--- src/rtl/arb_requester.sv ---
`default_nettype none
// ============================================================================
// Module   : arb_requester
// Purpose  : Client-side agent for one slot of a two-way round-robin
//            arbiter. Issues one bus beat per granted cycle for each burst.
// Revision : 1.0 - initial release
// ============================================================================
module arb_requester #(
  parameter int ADDR_W  = 8,
  parameter int LEN_W   = 4,
  parameter int TIMEOUT = 32
) (
  input  logic              clk,
  input  logic              reset,
  input  logic              cmd_valid,
  output logic              cmd_ready,
  input  logic [LEN_W-1:0]  cmd_len,
  input  logic [ADDR_W-1:0] cmd_addr,
  output logic              req,
  input  logic              grant,
  output logic              bus_valid,
  output logic [ADDR_W-1:0] bus_addr,
  output logic              bus_last,
  output logic              done,
  output logic              err_stray,
  output logic              err_starve
);

  localparam logic [0:0] c_ST_IDLE  = 1'b0;
  localparam logic [0:0] c_ST_BURST = 1'b1;

  localparam int                c_WAIT_W     = $clog2(TIMEOUT + 1);
  localparam logic [c_WAIT_W-1:0] c_TIMEOUT    = c_WAIT_W'(TIMEOUT);
  localparam logic [c_WAIT_W-1:0] c_TIMEOUT_M1 = c_WAIT_W'(TIMEOUT - 1);

  logic [0:0]          r_state;
  logic [ADDR_W-1:0]   r_addr;
  logic [LEN_W-1:0]    r_rem;
  logic [c_WAIT_W-1:0] r_wait;
  logic                r_done;
  logic                r_err_stray;
  logic                r_err_starve;

  logic w_in_burst;
  logic w_rem_zero;

  assign w_in_burst = (r_state == c_ST_BURST);
  assign w_rem_zero = (r_rem == '0);

  // req falls combinationally on the final beat so the arbiter's next grant is 0
  assign cmd_ready  = ~w_in_burst;
  assign bus_valid  = w_in_burst & grant;
  assign bus_last   = bus_valid & w_rem_zero;
  assign req        = w_in_burst & ~bus_last;
  assign bus_addr   = r_addr;
  assign done       = r_done;
  assign err_stray  = r_err_stray;
  assign err_starve = r_err_starve;

  always_ff @(posedge clk or negedge reset) begin
    if (!reset) begin
      r_state      <= c_ST_IDLE;
      r_addr       <= '0;
      r_rem        <= '0;
      r_wait       <= '0;
      r_done       <= 1'b0;
      r_err_stray  <= 1'b0;
      r_err_starve <= 1'b0;
    end else begin
      r_done <= bus_last;
      if (grant && !w_in_burst) begin
        r_err_stray <= 1'b1;
      end
      if (!w_in_burst) begin
        r_wait <= '0;
        if (cmd_valid) begin
          r_state <= c_ST_BURST;
          r_addr  <= cmd_addr;
          r_rem   <= cmd_len;
        end
      end else if (grant) begin
        r_wait <= '0;
        if (w_rem_zero) begin
          r_state <= c_ST_IDLE;
        end else begin
          r_addr <= r_addr + 1'b1;
          r_rem  <= r_rem - 1'b1;
        end
      end else begin
        // Waiting for grant: count up to the saturation point, flag on arrival
        if (r_wait != c_TIMEOUT) begin
          r_wait <= r_wait + 1'b1;
        end
        if (r_wait == c_TIMEOUT_M1) begin
          r_err_starve <= 1'b1;
        end
      end
    end
  end

endmodule
`default_nettype wire

--- config.mk ---
export PLATFORM = sky130hd
export DESIGN_NAME = arb_requester
export DESIGN_NICKNAME = d
export VERILOG_FILES = /design/src/rtl/arb_requester.sv
export SDC_FILE = /design/constraint.sdc
export NUM_CORES = 1
export LEC_CHECK = 0
export ABC_AREA = 1
export BUFFER_PORTS_ARGS = -buffer_cell sky130_fd_sc_hd__buf_2
export CAP_MARGIN = 10
export CORE_ASPECT_RATIO = 2
export CORE_MARGIN = 5
export CORE_UTILIZATION = 34
export CTS_CLUSTER_SIZE = 30
export DETAILED_ROUTE_END_ITERATION = 12
export HOLD_SLACK_MARGIN = 0.06
export PLACE_DENSITY = 0.57
export SLEW_MARGIN = 20
export SYNTH_ARGS = -nofsm -noshare
export SYNTH_HDL_FRONTEND = slang
export SYNTH_SLANG_ARGS = --single-unit
--- constraint.sdc ---
create_clock -name clk -period 1.3 [get_ports clk]
set_input_delay 0 -clock clk [delete_from_list [all_inputs] [get_ports clk]]
set_output_delay 0 -clock clk [all_outputs]
set_load 0.02 [all_outputs]
## Word-level counts from Yosys, hierarchy flattened

Cells that the tools add are included.

- Register bits: 22
- Latch bits: 0
- RAM bits: 0
- Bits in read-only memories: 0
- Bits of input ports: 16
- Output and inout port bits: 15
- Word-level logic and storage cells: 42
- Memories: 0

- $add $sub $neg: 3
- $mul: 0
- Div/mod/pow operators: 0
- $lt $le $gt $ge: 0
- Equality and inequality tests: 5
- Shifts and indexed selects: 0
- Muxes and demuxes: 15
- Bitwise logic cells: 6
- Reductions and logical operators: 6

Operator list:

| operator | number |
|---|---|
| 8-bit two-way mux | 4 |
| 6-bit two-way mux | 3 |
| 4-bit two-way mux | 4 |
| 8-bit by 1-bit adder with 8-bit output, second input constant | 1 |
| 6-bit by 1-bit adder with 6-bit output, second input constant | 1 |
| 6-bit by 5-bit equality test with 1-bit output, second input constant | 1 |
| 6-bit inequality test, second input constant | 1 |
| 3-bit AND reduction | 2 |
| 4-bit zero test | 1 |
| 1-bit two-way mux | 4 |
| 2-bit inequality test, second input constant | 2 |
| 4-bit by 1-bit subtractor with 4-bit output, second input constant | 1 |
| 1-bit AND | 3 |
| 3-bit by 2-bit inequality test with 1-bit output, second input constant | 1 |
| 1-bit inverter | 3 |
| 2-bit nonzero test | 1 |
| 1-bit logical AND | 1 |
| 1-bit zero test | 1 |

## Depth between registers and ports, before layout

Gate-level depths: netlist of run 1.

- Depth in word-level cells: 4
- Depth in mapped cells: 8
- Gate-level depth less buffers: 8

## Least setup slack after synthesis of run 1

Ideal clock, no wire load.

- Path type: register to register
- Start: register r_rem[0]
- End: register r_state
- Arrival: 1.484 ns
- Setup slack: -0.301 ns
- Stages on the path, launching flop included: 8
- Buffers on the path: 0
- Clock period less this slack: 1.601 ns
- Path through: dfrtp_1 inv_1 ha_1 nand3_4 nor2_1 nor2_2 a21oi_1 inv_1

- Longest elaborated chain between the ends: 4

Ends and longest elaborated chain:

| item | line | RTL |
|---|---|---|
| from (decl) | 38 | `logic [LEN_W-1:0] r_rem;` |
| from (signal assigned) | 79 | `r_rem <= cmd_len;` |
| from (signal assigned) | 87 | `r_rem <= r_rem - 1'b1;` |
| 4-bit zero test | 48 | `assign w_rem_zero = (r_rem == '0);` |
| 1-bit two-way mux | 83 | `if (w_rem_zero) begin` |
| 1-bit two-way mux | 81 | `end else if (grant) begin` |
| 1-bit two-way mux | 74 | `if (!w_in_burst) begin` |
| to (signal assigned) | 62 | `r_state <= c_ST_IDLE;` |
| to (signal assigned) | 77 | `r_state <= c_ST_BURST;` |
| to (signal assigned) | 84 | `r_state <= c_ST_IDLE;` |
| to (decl) | 36 | `logic [0:0] r_state;` |

Every way passes these cells.
A chain may end at the register's enable or synchronous reset.

## Final worst setup path of run 1

- Start: register r_rem[1]
- End: output req

- Longest elaborated chain between the ends: 4

Ends and longest elaborated chain:

| item | line | RTL |
|---|---|---|
| 4-bit zero test | 48 |  |
| 1-bit AND | 53 | `assign bus_last = bus_valid & w_rem_zero;` |
| 1-bit inverter | 54 | `assign req = w_in_burst & ~bus_last;` |
| 1-bit AND | 54 |  |
| to (decl) | 19 | `output logic req,` |

Every way passes these cells.

==> results of run 1 <==
[layer usage]
metal	up-vias	track usage (%)
li1	658	-
met1	605	11.7
met2	23	27.5
met3	7	1.67
met4	0	7.30
met5	-	0
[final timing paths]
| path | from | endpoint | cells after the start |
|---|---|---|---|
| max | r_rem[1] | req | 6 |
| min | cmd_len[2] | r_rem[2] | 5 |
| max reg2reg | r_rem[0] | r_rem[2] | 7 |
| min reg2reg | err_starve | err_starve | 1 |
| max in group asynchronous | reset | bus_addr[0] | 2 |
| min in group asynchronous | reset | r_rem[2] | 2 |
[layout by cell type, fill, tap and decap left out, types with 3 or more instances in the layout]
cell type / n
o21ai_2: 5
nand3_1: 18
or2_2: 5
o21ai_1: 4
dfrtp_1: 20
o21ai_0: 3
nand4_1: 3
buf_4: 12
dlygate4sd3_1: 7
nor2_1: 13
clkbuf_8: 4
a21oi_1: 3
inv_1: 12
inv_2: 6
buf_2: 28
nand2_1: 50
nand2_2: 3
ha_1: 3
[kinds of logic (layout without fill, tap and decap cells)]
| logic type | count (synthesis) | after routing | share of synthesized area, % |
|---|---|---|---|
| and+or+nand+nor | 102 | 103 | 35.9 |
| AOI/OAI and AO/OA | 19 | 19 | 9.60 |
| xor gates and xnor gates | 2 | 2 | 1.24 |
| DFF | 22 | 22 | 39.1 |
| adders and majority gates | 5 | 5 | 4.44 |
| buffers and inverters | 24 | 74 | 9.69 |
[final cells by class]
cell class	instances	area [um^2]
fillers	437	2170
multi-input cells	129	776
flip-flops and latches	22	553
repair buffers	50	343
inverters	20	87.6
well taps	52	65.1
clock buffers	4	55.1
[per-stage QoR]
step	total power [uW]	cells
CTS	4050	274
global route	4530	277
detailed placement	3410	259
global placement	3410	259
floorplan	2830	174
finish	4170	277
[worst max-delay path, stage by stage (launching register included)]
cell and delay, ns:
dfrtp_1 0.39, inv_2 0.10, ha_4 0.15, nand3_4 0.08, nor2_4 0.13, nor2_4 0.04
buf_6 0.12
[timing repair]
item / CTS / global route
resized for setup: 4 / 7
endpoints found under the hold margin: 29 / 0
setup endpoints to repair: 8 / 12
buffers inserted: 4 / 2
hold buffers: 7 / 0
pin swaps: 2 / 1
cloned: 0 / 1
[registers in the layout, indices dropped and copies added (netlist names)]
signal and count:
bus_addr 8, r_wait 6, r_rem 4, done 1, err_starve 1, err_stray 1, r_state 1
[power by group through the flow]
stage               Combinational [uW]  Clock [uW]  Sequential [uW]
floorplan                         1540           0             1290
global placement                  2220           0             1180
detailed placement                2230           0             1190
CTS                               2360         515             1170
global route                      2760         543             1220
finish                            2480         505             1180
==> flow_summary_export.csv, run 1 <==
group,metric,value,unit
floorplan,core-area,0.00405,mm^2
critical_path,startpoint_type,"flop",
power,switchingPower,1920,uW
timing,setup_ws,0.0140,ns
timing,fin_worst_skew,0.00125,ns
synthesis,yosysMostFrequentCell,"nand2_1",
place,portBuffers,30,
timing,final.period_utilization,98.9,%
place,place_worst_setup_slack,0.00261,ns
synthesis,postSynth.asyncResetShare,100,%
power,vdd_drop_max,0.00111,V
critical_path,r2r_slack,0.01,ns
synthesis,yosysSeqAreaShare,39.1,%
route,met3WireLength,105,um
synthesis,synth_seq_cells,22,
floorplan,start_util,34.8,%
synthesis,synth_edf_count,0,
synthesis,synthTopCellsByArea,"dfrtp_1, nand2_1, nand3_1",
cts,cts.sinks,22,
cts,clk_pin_slew_worst_paths,0.08,ns
timing,grt_setup_unrepaired,"yes",
global_routing,grt_max_degree,23,
global_routing,grt_use_total,13.3,%
synthesis,ys.warnings.count,0,
synthesis,syn_area,0.00141,mm^2
route,totalWireLength,3.52,mm
layout,final_layout_size_suffix_gt1_share,36.9,%
timing,finalCriticalPeriod,1.29,ns
floorplan,num_rows,33,
layout,diodes,0,
route,top_layer_used,"met4",
route,postRouteAntennaNets,0,
power,power.leakage,0.000924,uW
power,cell_internal_pwr,2250,uW
cts,cts_buffer_depth,2,
timing,finalSetupViolations,0,
place,dp.final_hpwl,2.69,mm
power,p_clk_share,12.1,%
global_routing,grt_pass1_vias,1332,
route,dr_total_vias,1293,
route,met2_length,2.07,mm
place,gp_congestion,0.806,
floorplan,die-area,0.00560,mm^2
cts,cts_tree,"built",
critical_path,critPathMaxFanout,3,
global_routing,overflow,0,
layout,nNetsFinal,247,
cts,htreeDepth,1,
critical_path,crit_arrival,1.29,ns
floorplan,num_io_pins,31,
route,viasPerCell,4.67,
power,p_per_area,2220,mW/mm^2
cts,cts_buffers,3,
timing,slew_violations,0,
layout,area_delta_synth_final,33.5,%
synthesis,syn_inst,174,
route,met1_length,1.25,mm
cts,ctsRootBufferMaster,"clkbuf_8",
synthesis,ys_types,27,
power,seqPwrFrac,28.4,%
timing,hold_viol_final,0,
power,p_sw_share,46.1,%
route,firstDrtPassIters,4,
synthesis,netlist.area_leader.share,39.1,%
synthesis,ys_top_cells_by_count,"nand2_1, dfrtp_1, nand3_1",
timing,tns,0,ns
critical_path,crit_type,"reg -> out",
power,comb_power_share,59.5,%
route,wl_per_cell,12.7,um
critical_path,required,1.30,ns
layout,final_cell_area,0.00188,mm^2
outcome,status,"finished clean",
place,place_area,0.00165,mm^2
cts,clk_latency,0.26,ns
timing,fmax,0.778,GHz
global_routing,grt_pass1_wl,5.84,mm
route,first_iter_violations,17,
synthesis,synth_top_cell_by_area,"dfrtp_1",
timing,tightest_slew,0.530,ns
synthesis,syn_nets,195,
route,drc,0,
job,drv_cap,0,
global_routing,antenna_found_initial,0,
floorplan,die-height,101,um
synthesis,synth_area_per_cell,8.09,um^2
layout,final_util,46.4,%
hold_path,min_path_type,"in -> reg",
floorplan,fp.dieW,55.5,um
timing,slew_headroom,64.6,%
timing,holdWs,0.0587,ns
synthesis,synth_ff_type,"dfrtp_1",
critical_path,end_kind,"primary output",
Note: power is estimated with default switching activity, not from simulation.
==> run 2: changes to the inputs <==
--- a/config.mk
+++ b/config.mk
@@ -15,6 +15,7 @@
 export DETAILED_ROUTE_END_ITERATION = 12
 export HOLD_SLACK_MARGIN = 0.06
 export PLACE_DENSITY = 0.57
+export REMOVE_ABC_BUFFERS = 1
 export SLEW_MARGIN = 20
 export SYNTH_ARGS = -nofsm -noshare
 export SYNTH_HDL_FRONTEND = slang
==> run 2 against run 1 <==
Die area stayed put. Setup slack worse by 0.0094 ns. Hold slack better by 0.0057 ns. Clock power is 17% lower. Critical endpoint is now bus_last.
==> flow_summary_export.csv, run 2 (synthesis results as in run 1) <==
group,metric,value,unit
outcome,status,"finished clean",
floorplan,num_io_pins,31,
layout,final_common_cell,"nand2_1",
timing,tightest_slew,0.506,ns
hold_path,min_path_type,"in -> reg",
timing,slew_violations,0,
layout,multiInputGateArea,769,um^2
layout,largest_register_ffs,8,
cts,clk_pin_slew_worst_paths,0.07,ns
layout,nNetsFinal,255,
critical_path,startpoint_type,"flop",
global_routing,grt_pass1_vias,1410,
critical_path,crit_type,"reg -> out",
power,cell_internal_pwr,2280,uW
timing,finalCriticalPeriod,1.30,ns
power,p_sw_share,45.6,%
timing,finalSetupViolations,0,
timing,fin_worst_skew,0.00456,ns
timing,grt_setup_unrepaired,"yes",
floorplan,die-area,0.00560,mm^2
layout,final_layout_size_suffix_gt1_share,39.2,%
critical_path,cp_top_family,"flip-flops",
cts,cts.sinks,22,
global_routing,grt_use_total,13.5,%
timing,setup_ws,0.00466,ns
timing,final.period_utilization,99.6,%
critical_path,end_kind,"primary output",
place,gp_congestion,0.791,
layout,regArea,551,um^2
power,switchingPower,1910,uW
route,dr_total_vias,1307,
critical_path,required,1.30,ns
floorplan,fp.dieW,55.5,um
floorplan,core-area,0.00405,mm^2
route,viasPerCell,4.60,
critical_path,crit_path_frequent_cell,"buf_6",
job,drv_cap,0,
critical_path,cp_cell_sequence,"inv_2, ha_4, nand3_4, nor2_4, buf_6, buf_6",
critical_path,cp.buffers_inverters,3,
critical_path,critPathMaxStageDelay,0.39,ns
route,drc,0,
floorplan,die-height,101,um
power,p_per_area,2190,mW/mm^2
place,portBuffers,30,
route,first_iter_violations,12,
layout,final_cell_mix,"nand2_1, buf_2, dfrtp_1",
power,p_clk_share,10.0,%
route,postRouteAntennaNets,0,
power,power,4200,uW
power,comb_power_share,62.4,%
cts,clk_latency,0.26,ns
floorplan,start_util,34.8,%
layout,final_util,47.3,%
layout,nFillCells,442,
route,wl_per_cell,12.4,um
global_routing,grt_max_degree,23,
global_routing,overflow,0,
cts,htreeDepth,1,
layout,area_delta_synth_final,36.1,%
timing,hold_viol_final,0,
power,power.leakage,0.000951,uW
place,dp.final_hpwl,2.73,mm
cts,cts_buffers,3,
power,vdd_drop_max,0.00148,V
global_routing,antenna_found_initial,0,
timing,fmax,0.772,GHz
route,totalWireLength,3.51,mm
critical_path,crit_arrival,1.30,ns
cts,ctsRootBufferMaster,"clkbuf_8",
critical_path,critPathMaxFanout,3,
critical_path,slowest_stage,"dfrtp_1",
cts,cts_buffer_depth,2,
place,place_worst_setup_slack,-0.0247,ns
timing,slew_headroom,66.3,%
route,firstDrtPassIters,2,
layout,diodes,0,
cts,cts_tree,"built",
power,seqPwrFrac,27.6,%
floorplan,num_rows,33,
global_routing,grt_pass1_wl,6.07,mm
[run 2: metal layers]
layer	vias to the layer above	GRT usage, %	wire, um
li1	673	-	-
met1	605	13.1	1240
met2	22	27.8	2110
met3	7	1.92	104
met4	0	4.87	59
met5	-	0	0
[run 2: power by group through the flow]
stage	clock, uW	combinational [uW]	sequential, uW
after CTS	435	2520	1160
final	419	2620	1160
after global routing	456	2940	1200
after floorplan	0	1290	1340
after detailed placement	0	2330	1170
after global placement	0	2300	1170
[run 2: worst register-to-register path: cells and delay by family, from the launching register on]
family	cells	cell delay, ns
simple gates	4	0.48
flops	1	0.37
compound gates	1	0.05
fa+ha+maj	1	0.19
buf+inv	1	0.07
[run 2: path summary, 6_finish.rpt]
check | from | to | slack (ns) | cells past startpoint
worst min-delay path | cmd_addr[2] | bus_addr[2] | 0.06 | 5
worst max register to register | r_rem[0] | r_rem[2] | 0.05 | 7
worst max-delay path | r_rem[0] | bus_last | 0.005 | 6
worst min register to register | err_starve | err_starve | 0.48 | 1
max in group asynchronous | reset | r_rem[3] | 0.71 | 2
min in group asynchronous | reset | err_starve | 0.24 | 2
[run 2: cell type report]
type | instances | area share, %
clock buffers | 3 | 2.16
multi-input cells | 129 | 40.2
well taps | 52 | 3.40
inverters | 20 | 4.57
repair buffers | 58 | 21.0
flip-flops and latches | 22 | 28.7
[run 2: repair_timing]
item | 4_1_cts | 5_1_grt
hold buffers | 7 | 0
resized for setup | 12 | 10
setup endpoints to repair | 13 | 16
hold endpoints to repair | 29 | 0
setup buffers | 3 | 2
pin swaps | 3 | 2
gates cloned | 0 | 1
[run 2: through the flow]
step | hold WS (ns) | area, um^2 | setup TNS (ns) | cells
2_1_floorplan | -0.296 | 1350 | -3.15 | 170
4_1_cts | 0.0689 | 1860 | -0.0263 | 281
6_report | 0.0644 | 1920 | 0 | 284
3_3_place_gp | 0.00148 | 1690 | -0.0104 | 268
5_1_grt | 0.0621 | 1920 | -0.178 | 284
3_5_place_dp | 0.00134 | 1690 | -0.129 | 268
